### src/rtl/usb_pkg.sv
// Shared USB host definitions: PID codes, SYNC pattern, CRC16 constants and
// receiver state types. Imported by the packet receiver and its CRC checker.
package usb_pkg;

  // 4-bit PID field; the wire byte is {~pid, pid}, sent LSB-first.
  typedef enum logic [3:0] {
    PID_OUT   = 4'h1,
    PID_ACK   = 4'h2,
    PID_DATA0 = 4'h3,
    PID_SOF   = 4'h5,
    PID_IN    = 4'h9,
    PID_NAK   = 4'hA,
    PID_DATA1 = 4'hB,
    PID_SETUP = 4'hD,
    PID_STALL = 4'hE
  } pid_t;

  // Window value after seven 0s followed by a 1 (newest bit lands in [7]).
  localparam logic [7:0]  SYNC_PATTERN  = 8'h80;
  localparam logic [15:0] CRC16_POLY    = 16'h8005;
  localparam logic [15:0] CRC16_PRESET  = 16'hFFFF;
  localparam logic [15:0] CRC16_RESIDUE = 16'h800D;

  typedef enum logic [1:0] {ST_IDLE, ST_PID, ST_DATA, ST_WAIT_EOP} rx_state_t;
  typedef enum logic [1:0] {HS_ACK, HS_NAK, HS_BAD} hs_kind_t;

endpackage

### src/rtl/crc16_checker.sv
// Serial CRC16 (x^16+x^15+x^2+1), one bit per enabled cycle, data LSB-first.
// Shared by the receive checker and the transmit generator.
// Ports:
//   clock, reset_n : clock, async active-low reset (register cleared to 0)
//   clr            : preset register to FFFF (wins over en)
//   en             : shift in bit_in this cycle
//   bit_in         : serial data bit
//   crc            : current register contents
module crc16_checker
  import usb_pkg::*;
(
  input  logic        clock,
  input  logic        reset_n,
  input  logic        clr,
  input  logic        en,
  input  logic        bit_in,
  output logic [15:0] crc
);

  logic fb;
  assign fb = bit_in ^ crc[15];

  always_ff @(posedge clock or negedge reset_n) begin
    if (!reset_n)  crc <= '0;
    else if (clr)  crc <= CRC16_PRESET;
    else if (en)   crc <= {crc[14:0], 1'b0} ^ (fb ? CRC16_POLY : 16'h0000);
  end

endmodule

### src/rtl/packet_receiver.sv
// Receive-side USB packet decoder: SYNC hunt, PID check, DATA0 payload
// capture with CRC16 check, ACK/NAK handshake detection.
// Ports:
//   clock, reset_n   : clock, async active-low reset
//   rx_en            : listen enable, low forces IDLE without a result
//   bit_in/bit_valid : unstuffed serial bit and its strobe
//   eop              : end-of-packet strobe (wins over a same-cycle bit)
//   rec_start        : level, SYNC match through the result pulse cycle
//   rec_DATA0        : pulse, DATA0 packet ended; data_valid qualifies it
//   data_rec         : payload, [0] = first bit on wire, held until next SYNC
//   rec_ACK/rec_NAK  : pulse, clean handshake ended
//   pid_err          : pulse, bad/unsupported PID or short/long handshake
module packet_receiver
  import usb_pkg::*;
#(
  parameter int          DATA_BITS   = 64,
  parameter logic [15:0] CRC_RESIDUE = CRC16_RESIDUE
) (
  input  logic                 clock,
  input  logic                 reset_n,
  input  logic                 rx_en,
  input  logic                 bit_in,
  input  logic                 bit_valid,
  input  logic                 eop,
  output logic                 rec_start,
  output logic                 rec_DATA0,
  output logic                 data_valid,
  output logic [DATA_BITS-1:0] data_rec,
  output logic                 rec_ACK,
  output logic                 rec_NAK,
  output logic                 pid_err
);

  localparam int CNT_W = $clog2(DATA_BITS + 18);
  localparam int IDX_W = $clog2(DATA_BITS);
  localparam logic [CNT_W-1:0] CNT_PAY  = CNT_W'(DATA_BITS);
  localparam logic [CNT_W-1:0] CNT_GOOD = CNT_W'(DATA_BITS + 16);
  localparam logic [CNT_W-1:0] CNT_MAX  = CNT_W'(DATA_BITS + 17);
  localparam logic [CNT_W-1:0] CNT_PID  = CNT_W'(7);

  rx_state_t        state;
  hs_kind_t         kind;
  logic [7:0]       shreg;
  logic [7:0]       win_next;
  logic [CNT_W-1:0] cnt;
  logic [15:0]      crc;
  logic             crc_en;
  logic             crc_clr;

  assign win_next = {bit_in, shreg[7:1]};
  // CRC sits at preset outside DATA so it is ready on the first payload bit.
  assign crc_clr  = (state != ST_DATA);
  assign crc_en   = rx_en && (state == ST_DATA) && bit_valid && !eop;

  crc16_checker u_crc (
    .clock   (clock),
    .reset_n (reset_n),
    .clr     (crc_clr),
    .en      (crc_en),
    .bit_in  (bit_in),
    .crc     (crc)
  );

  // The window rests at all-ones (idle line) so a lone 1 after reset or after
  // a packet cannot alias SYNC; seven real 0s are always needed.
  always_ff @(posedge clock or negedge reset_n) begin
    if (!reset_n) begin
      state      <= ST_IDLE;
      kind       <= HS_ACK;
      shreg      <= '1;
      cnt        <= '0;
      data_rec   <= '0;
      rec_start  <= 1'b0;
      rec_DATA0  <= 1'b0;
      data_valid <= 1'b0;
      rec_ACK    <= 1'b0;
      rec_NAK    <= 1'b0;
      pid_err    <= 1'b0;
    end else begin
      rec_DATA0  <= 1'b0;
      data_valid <= 1'b0;
      rec_ACK    <= 1'b0;
      rec_NAK    <= 1'b0;
      pid_err    <= 1'b0;
      if (!rx_en) begin
        state     <= ST_IDLE;
        rec_start <= 1'b0;
        shreg     <= '1;
        cnt       <= '0;
      end else begin
        case (state)
          ST_IDLE: begin
            rec_start <= 1'b0;
            if (bit_valid && !eop) begin
              shreg <= win_next;
              if (win_next == SYNC_PATTERN) begin
                state     <= ST_PID;
                rec_start <= 1'b1;
                data_rec  <= '0;
                cnt       <= '0;
              end
            end
          end
          ST_PID: begin
            if (eop) begin
              pid_err <= 1'b1;
              state   <= ST_IDLE;
              shreg   <= '1;
            end else if (bit_valid) begin
              shreg <= win_next;
              cnt   <= cnt + 1'b1;
              if (cnt == CNT_PID) begin
                cnt   <= '0;
                state <= ST_WAIT_EOP;
                kind  <= HS_BAD;
                if (win_next[7:4] == ~win_next[3:0]) begin
                  case (win_next[3:0])
                    PID_DATA0: state <= ST_DATA;
                    PID_ACK:   kind  <= HS_ACK;
                    PID_NAK:   kind  <= HS_NAK;
                    default:   kind  <= HS_BAD;
                  endcase
                end
              end
            end
          end
          ST_DATA: begin
            if (eop) begin
              rec_DATA0  <= 1'b1;
              data_valid <= (cnt == CNT_GOOD) && (crc == CRC_RESIDUE);
              state      <= ST_IDLE;
              shreg      <= '1;
            end else if (bit_valid) begin
              if (cnt < CNT_PAY) data_rec[cnt[IDX_W-1:0]] <= bit_in;
              if (cnt != CNT_MAX) cnt <= cnt + 1'b1;
            end
          end
          ST_WAIT_EOP: begin
            if (eop) begin
              case (kind)
                HS_ACK:  rec_ACK <= 1'b1;
                HS_NAK:  rec_NAK <= 1'b1;
                default: pid_err <= 1'b1;
              endcase
              state <= ST_IDLE;
              shreg <= '1;
            end else if (bit_valid) begin
              // A handshake carries nothing after its PID.
              kind <= HS_BAD;
            end
          end
          default: state <= ST_IDLE;
        endcase
      end
    end
  end

endmodule

### config.mk
export PLATFORM = sky130hd
export DESIGN_NAME = packet_receiver
export DESIGN_NICKNAME = d
export VERILOG_FILES = /design/src/rtl/usb_pkg.sv /design/src/rtl/crc16_checker.sv /design/src/rtl/packet_receiver.sv
export SDC_FILE = /design/constraint.sdc
export NUM_CORES = 1
export LEC_CHECK = 0
export ABC_CLOCK_PERIOD_IN_PS = 3390
export BUFFER_PORTS_ARGS = -buffer_cell sky130_fd_sc_hd__buf_4
export CAP_MARGIN = 20
export CORE_ASPECT_RATIO = 1.1
export CORE_MARGIN = 2
export CORE_UTILIZATION = 58
export CTS_BUF_LIST = sky130_fd_sc_hd__clkbuf_4 sky130_fd_sc_hd__clkbuf_8 sky130_fd_sc_hd__clkbuf_16
export CTS_CLUSTER_SIZE = 12
export DETAILED_ROUTE_END_ITERATION = 10
export PLACE_DENSITY = 0.89
export SLEW_MARGIN = 20
export SYNTH_ARGS = -nofsm -noshare
export SYNTH_HDL_FRONTEND = slang
export SYNTH_HIERARCHICAL = 1
export SYNTH_SLANG_ARGS = --single-unit
### constraint.sdc
create_clock -name clock -period 3.39 [get_ports clock]
set_input_delay 0.339 -clock clock [delete_from_list [all_inputs] [get_ports clock]]
set_output_delay 0.339 -clock clock [all_outputs]
set_load 0.02 [all_outputs]
Word level (Yosys, flattened, before mapping)
Cells that the tools add are included.
Word-level totals
  register bits: 105
  logic and storage cells: 142
Cells by class
  equal/unequal tests: 36
  magnitude comparators: 3
  multiplexer cells: 68
  reductions and logical operators: 19
  bitwise logic cells: 3
  $add $sub $neg: 1
Operators with widths (count)
  $mux 64: 5
  $pmux 64 s2: 1
  $bwmux 64: 1
  $mux 7: 9
  $mux 16: 3
  $mux 8: 5
  $mux 2: 13
  $mux 1: 24
  $pmux 8 s3: 1
  $pmux 7 s3: 1
  $ne 2x2->1 const B: 10
  $ne 3x3->1 const B: 6
  $eq 16x16->1 const B: 1
  $xor 16x16->16: 1
  $reduce_and 7->1: 2
  $eq 4x2->1 const B: 2
  $eq 8x8->1 const B: 1
  $ne 4x4->1 const B: 2
  $pmux 2 s2: 2
  $reduce_and 8->1: 1
  $add 7x1->7 const B: 1
  $eq 7x3->1 const B: 1
  $eq 7x7->1 const B: 1
  $lt 6x7->1 const B: 1
  other kinds (22): 35

Longest topological paths before layout
  word-level depth: 9
  mapped depth: 10

Hierarchy
The synthesis kept the hierarchy.
By module, submodules not included
  packet_receiver: cells an instance 496, area each 4674.5 um2, instances 1
  crc16_checker: cells an instance 56, area each 706.9 um2, instances 1

Worst setup path after synthesis
No wires, ideal clock.
  path type: reg-to-reg
  start point: register state[0]
  end point: register data_rec[62]
  setup time: 0.089 ns
  stages on the path, launching flop included: 11
  buffers on the path: 3
  arrival: 2.288 ns
  clock period less this slack: 2.376 ns
  setup slack: 1.014 ns
  cell sequence: dfrtp_1 -> inv_1 -> ha_1 -> clkbuf_1 -> nor4bb_1 -> o21a_1 -> clkbuf_1 -> nand3_1 -> or2_2 -> clkbuf_1 -> o211ai_1
On the way
  longest elaborated chain between the ends: 3
  elaborated cells on any way between the ends: 10
RTL lines
  from (decl): line packet_receiver.sv:41  | rx_state_t state;
  from (signal assigned): line packet_receiver.sv:68  | state <= ST_IDLE;
  from (signal assigned): line packet_receiver.sv:86  | state <= ST_IDLE;
  from (signal assigned): line packet_receiver.sv:97  | state <= ST_PID;
  $eq 2x2->1 / $logic_not 2->1 (equally long branches): line packet_receiver.sv:91  | case (state)
  $ne 2x1->1 (no source line), or another cell as far along
  $reduce_and 7->1 (no source line)
  to (signal, indexed assignment): line packet_receiver.sv:134  | if (cnt < CNT_PAY) data_rec[cnt[IDX_W-1:0]] <= bit_in;
  to (decl): line packet_receiver.sv:28  | output logic [DATA_BITS-1:0] data_rec,
Several ways; a longest one is shown, not always the timed one.
A chain may end at the register's enable or synchronous reset.

Worst setup path in the final report
  start point: register state[0]
  end point: register cnt[6]
On the way
  longest elaborated chain between the ends: 3
  elaborated cells on any way between the ends: 14
RTL lines
  $eq 2x2->1, or another cell as far along: line packet_receiver.sv:91
  $ne 4x1->1 (no source line), or another cell as far along
  $reduce_and 8->1 (no source line) / $mux 7 (equally long branches)
  to (signal assigned): line packet_receiver.sv:111  | cnt <= cnt + 1'b1;
  to (signal assigned): line packet_receiver.sv:135  | if (cnt != CNT_MAX) cnt <= cnt + 1'b1;
  to (decl): line packet_receiver.sv:45  | logic [CNT_W-1:0] cnt;
Several ways; a longest one is shown, not always the timed one.

==> out/qor.yml <==
run_status:
  outcome: "complete, no violations"
placement:
  place_congestion: 0.969
  dpl.hpwl_mm: 9.69
  io_buffers: 75
  placed_area_mm2: 0.00598
synth:
  async_reset_ff_share_pct: 100
  synthCells: 552
  synth_flop_cell: "dfrtp_1"
  syn_area_mm2: 0.00538
  synth_top_cell_area_share_pct: 45.1
  synth_edf_count: 0
  ys_warn_count: 6
  synthTopCellsByArea: "dfrtp_1 45%, o211ai_1 16%, nand2_1 4.9%"
  synth_nets: 565
  synth_area_per_cell_um2: 9.75
  synth-seq-cells: 104
  yosysSeqAreaShare_pct: 48.5
  synthDistinctLibCells: 58
  synth_top_cell_by_area: "dfrtp_1"
power_and_ir_drop:
  p_leak_uw: 0.00252
  cellPowerDensity_mw_per_mm2: 754
  power_uw: 4680
  ir_drop_mv: 0.411
drt:
  wl_per_cell_um: 20.2
  drt_pass1_iterations: 5
  via_per_inst: 6.65
  drtIter0Drc: 504
  ant_nets: 0
  drc: 0
  vias: 4776
  wl_mm: 14.5
floorplan:
  core_area_mm2: 0.00896
  chipWidth_um: 95.8
  die_h_um: 105
  dieArea_mm2: 0.0101
  fp-row-count: 36
  io_pins: 76
  initial_core_util_pct: 60.0
clocking:
  htree_num_levels: 3
  holdBufCountCts: 0
  clockBufferDepth: 2
  cts_made_buffers: 9
  post_cts_buffers: 0
  worstSkewPairLatency_ns: 0.38
  clock_sinks: 104
  cts-root-buf: "clkbuf_8"
  path_clk_slew_ns: 0.11
  ctsResizeCount: 0
  cts_tree: "done"
worst_setup_path:
  rr_worst_depth: 8
  path_class: "flop to flop"
  crit_arrival_ns: 2.84
  endpoint_kind: "flop"
  reg2reg_slack_ns: 0.82
  start_kind: "flop"
  crit_required_ns: 3.66
  path_max_fanout: 40
global_route:
  grt_use_total_pct: 29.7
  grt-ovfl-total: 0
  grt_start_max_net_pins: 65
  grt_pass1_vias: 4525
  antenna_found_initial: 0
  grt_pass1_wl_mm: 23.3
layout:
  drive_gt1_share_pct: 22.4
  final_core_util_pct: 69.3
  stdcell_area_mm2: 0.00621
  n_fill_cell: 684
  final_cell_mix: "113 x o211ai_1, 97 x dfrtp_1, 81 x buf_4"
  mostFrequentLayoutCell: "o211ai_1"
  synthToLayoutAreaGrowth_pct: 15.5
  nets: 612
  antennaDiodeCount: 0
sta:
  tightestPinTransition_ns: 0.817
  period_minus_slack_ns: 2.57
  hold_violations: 0
  holdWs_ns: 0.0157
  rsz0062_at_grt: "no"
  clock_skew_ns: 0.0144
  period_share_pct: 75.8
  drv_slew: 0
  finalSetupTns_ns: 0
  fmax_mhz: 389
  max-slew-margin-rel_pct: 45.6
  setup_viol: 0
hold_path:
  hold_path.class: "input port to asynchronous set/reset pin"
flow_run:
  drv_cap: 0
[kinds of logic (layout without fill, tap and decap cells)]
group / Yosys count / count (layout) / synth area share (%)
muxes: 5 / 5 / 1.00
and+or+nand+nor: 167 / 167 / 16.3
DFF: 104 / 104 / 48.5
adders and majority gates: 7 / 7 / 1.63
AOI/OAI and AO/OA: 195 / 195 / 26.7
buffers and inverters: 69 / 121 / 5.05
xor gates and xnor gates: 5 / 5 / 0.814
[per-layer routing]
metal	up-vias	part of all wire (%)	global-route usage, %
li1	2160	-	-
met1	2305	40	40.1
met3	41	8.5	6.92
met4	0	3.1	12.3
met5	-	0	0
met2	270	48	45.8
[worst max-delay path, cell delays in order (launching register included)]
cell and delay (ns):
dfrtp_1 0.42, inv_1 0.11, ha_2 0.22, buf_4 0.38, nor2_1 0.11, mux2_2 0.29
o31a_4 0.32, or2_4 0.29, o41ai_2 0.33
[sequential cells by signal, indices dropped and copies added (netlist names)]
name,count
state,2
shreg,7
rec_ACK,1
u_crc/crc,16
data_valid,1
rec_start,1
rec_DATA0,1
rec_NAK,1
pid_err,1
cnt,7
data_rec,64
kind,2
[power breakdown]
part           leakage [uW]  switching [uW]  internal, uW
Sequential          0.00132             353          1620
Clock              0.000119             472           433
Combinational       0.00109            1080           728
[area by class of cell]
| type | instances | area (um2) | share of cell area [%] |
|---|---|---|---|
| clock buffer | 9 | 124 | 1.99 |
| clock inverter | 7 | 114 | 1.83 |
| inverter | 23 | 86.3 | 1.39 |
| multi-input combinational | 379 | 2510 | 40.4 |
| sequential | 104 | 2610 | 42.0 |
| tap | 114 | 143 | 2.30 |
| timing repair buffer | 82 | 628 | 10.1 |
[path summary, 6_finish.rpt]
check / end / start
min in group clock: rec_start$_DFFE_PN0P_ / rx_en
worst max-delay path: cnt[6]$_DFFE_PN0P_ / state[0]$_DFFE_PN0P_
worst min register to register: rec_ACK$_DFF_PN0_ / kind[0]$_DFFE_PN0P_
worst min-delay path: data_rec[26]$_DFFE_PN0P_ / reset_n
worst max register to register: cnt[6]$_DFFE_PN0P_ / state[0]$_DFFE_PN0P_
max in group asynchronous: shreg[2]$_DFFE_PN1P_ / reset_n
[Yosys cell counts (all sizes together) (4+ instances only)]
master,count
nor4b,4
or2,7
a21oi,15
or3,6
nand3,12
inv,22
dfrtp,97
a22o,5
nor2,14
a211o,14
dfstp,7
buf,10
a211oi,8
nand2,70
and2b,5
nand4,11
o31ai,5
ha,7
nor2b,11
o211ai,113
clkbuf,36
o21ai,24
nor3,5
[metrics by stage]
step | setup WS, ns | cells
after floorplan | 1.01 | 552
after global placement | 0.994 | 702
after detailed placement | 0.905 | 702
after CTS | 0.869 | 718
after global routing | 0.700 | 718
final | 0.820 | 718
Power figures use the tool's default switching activity.
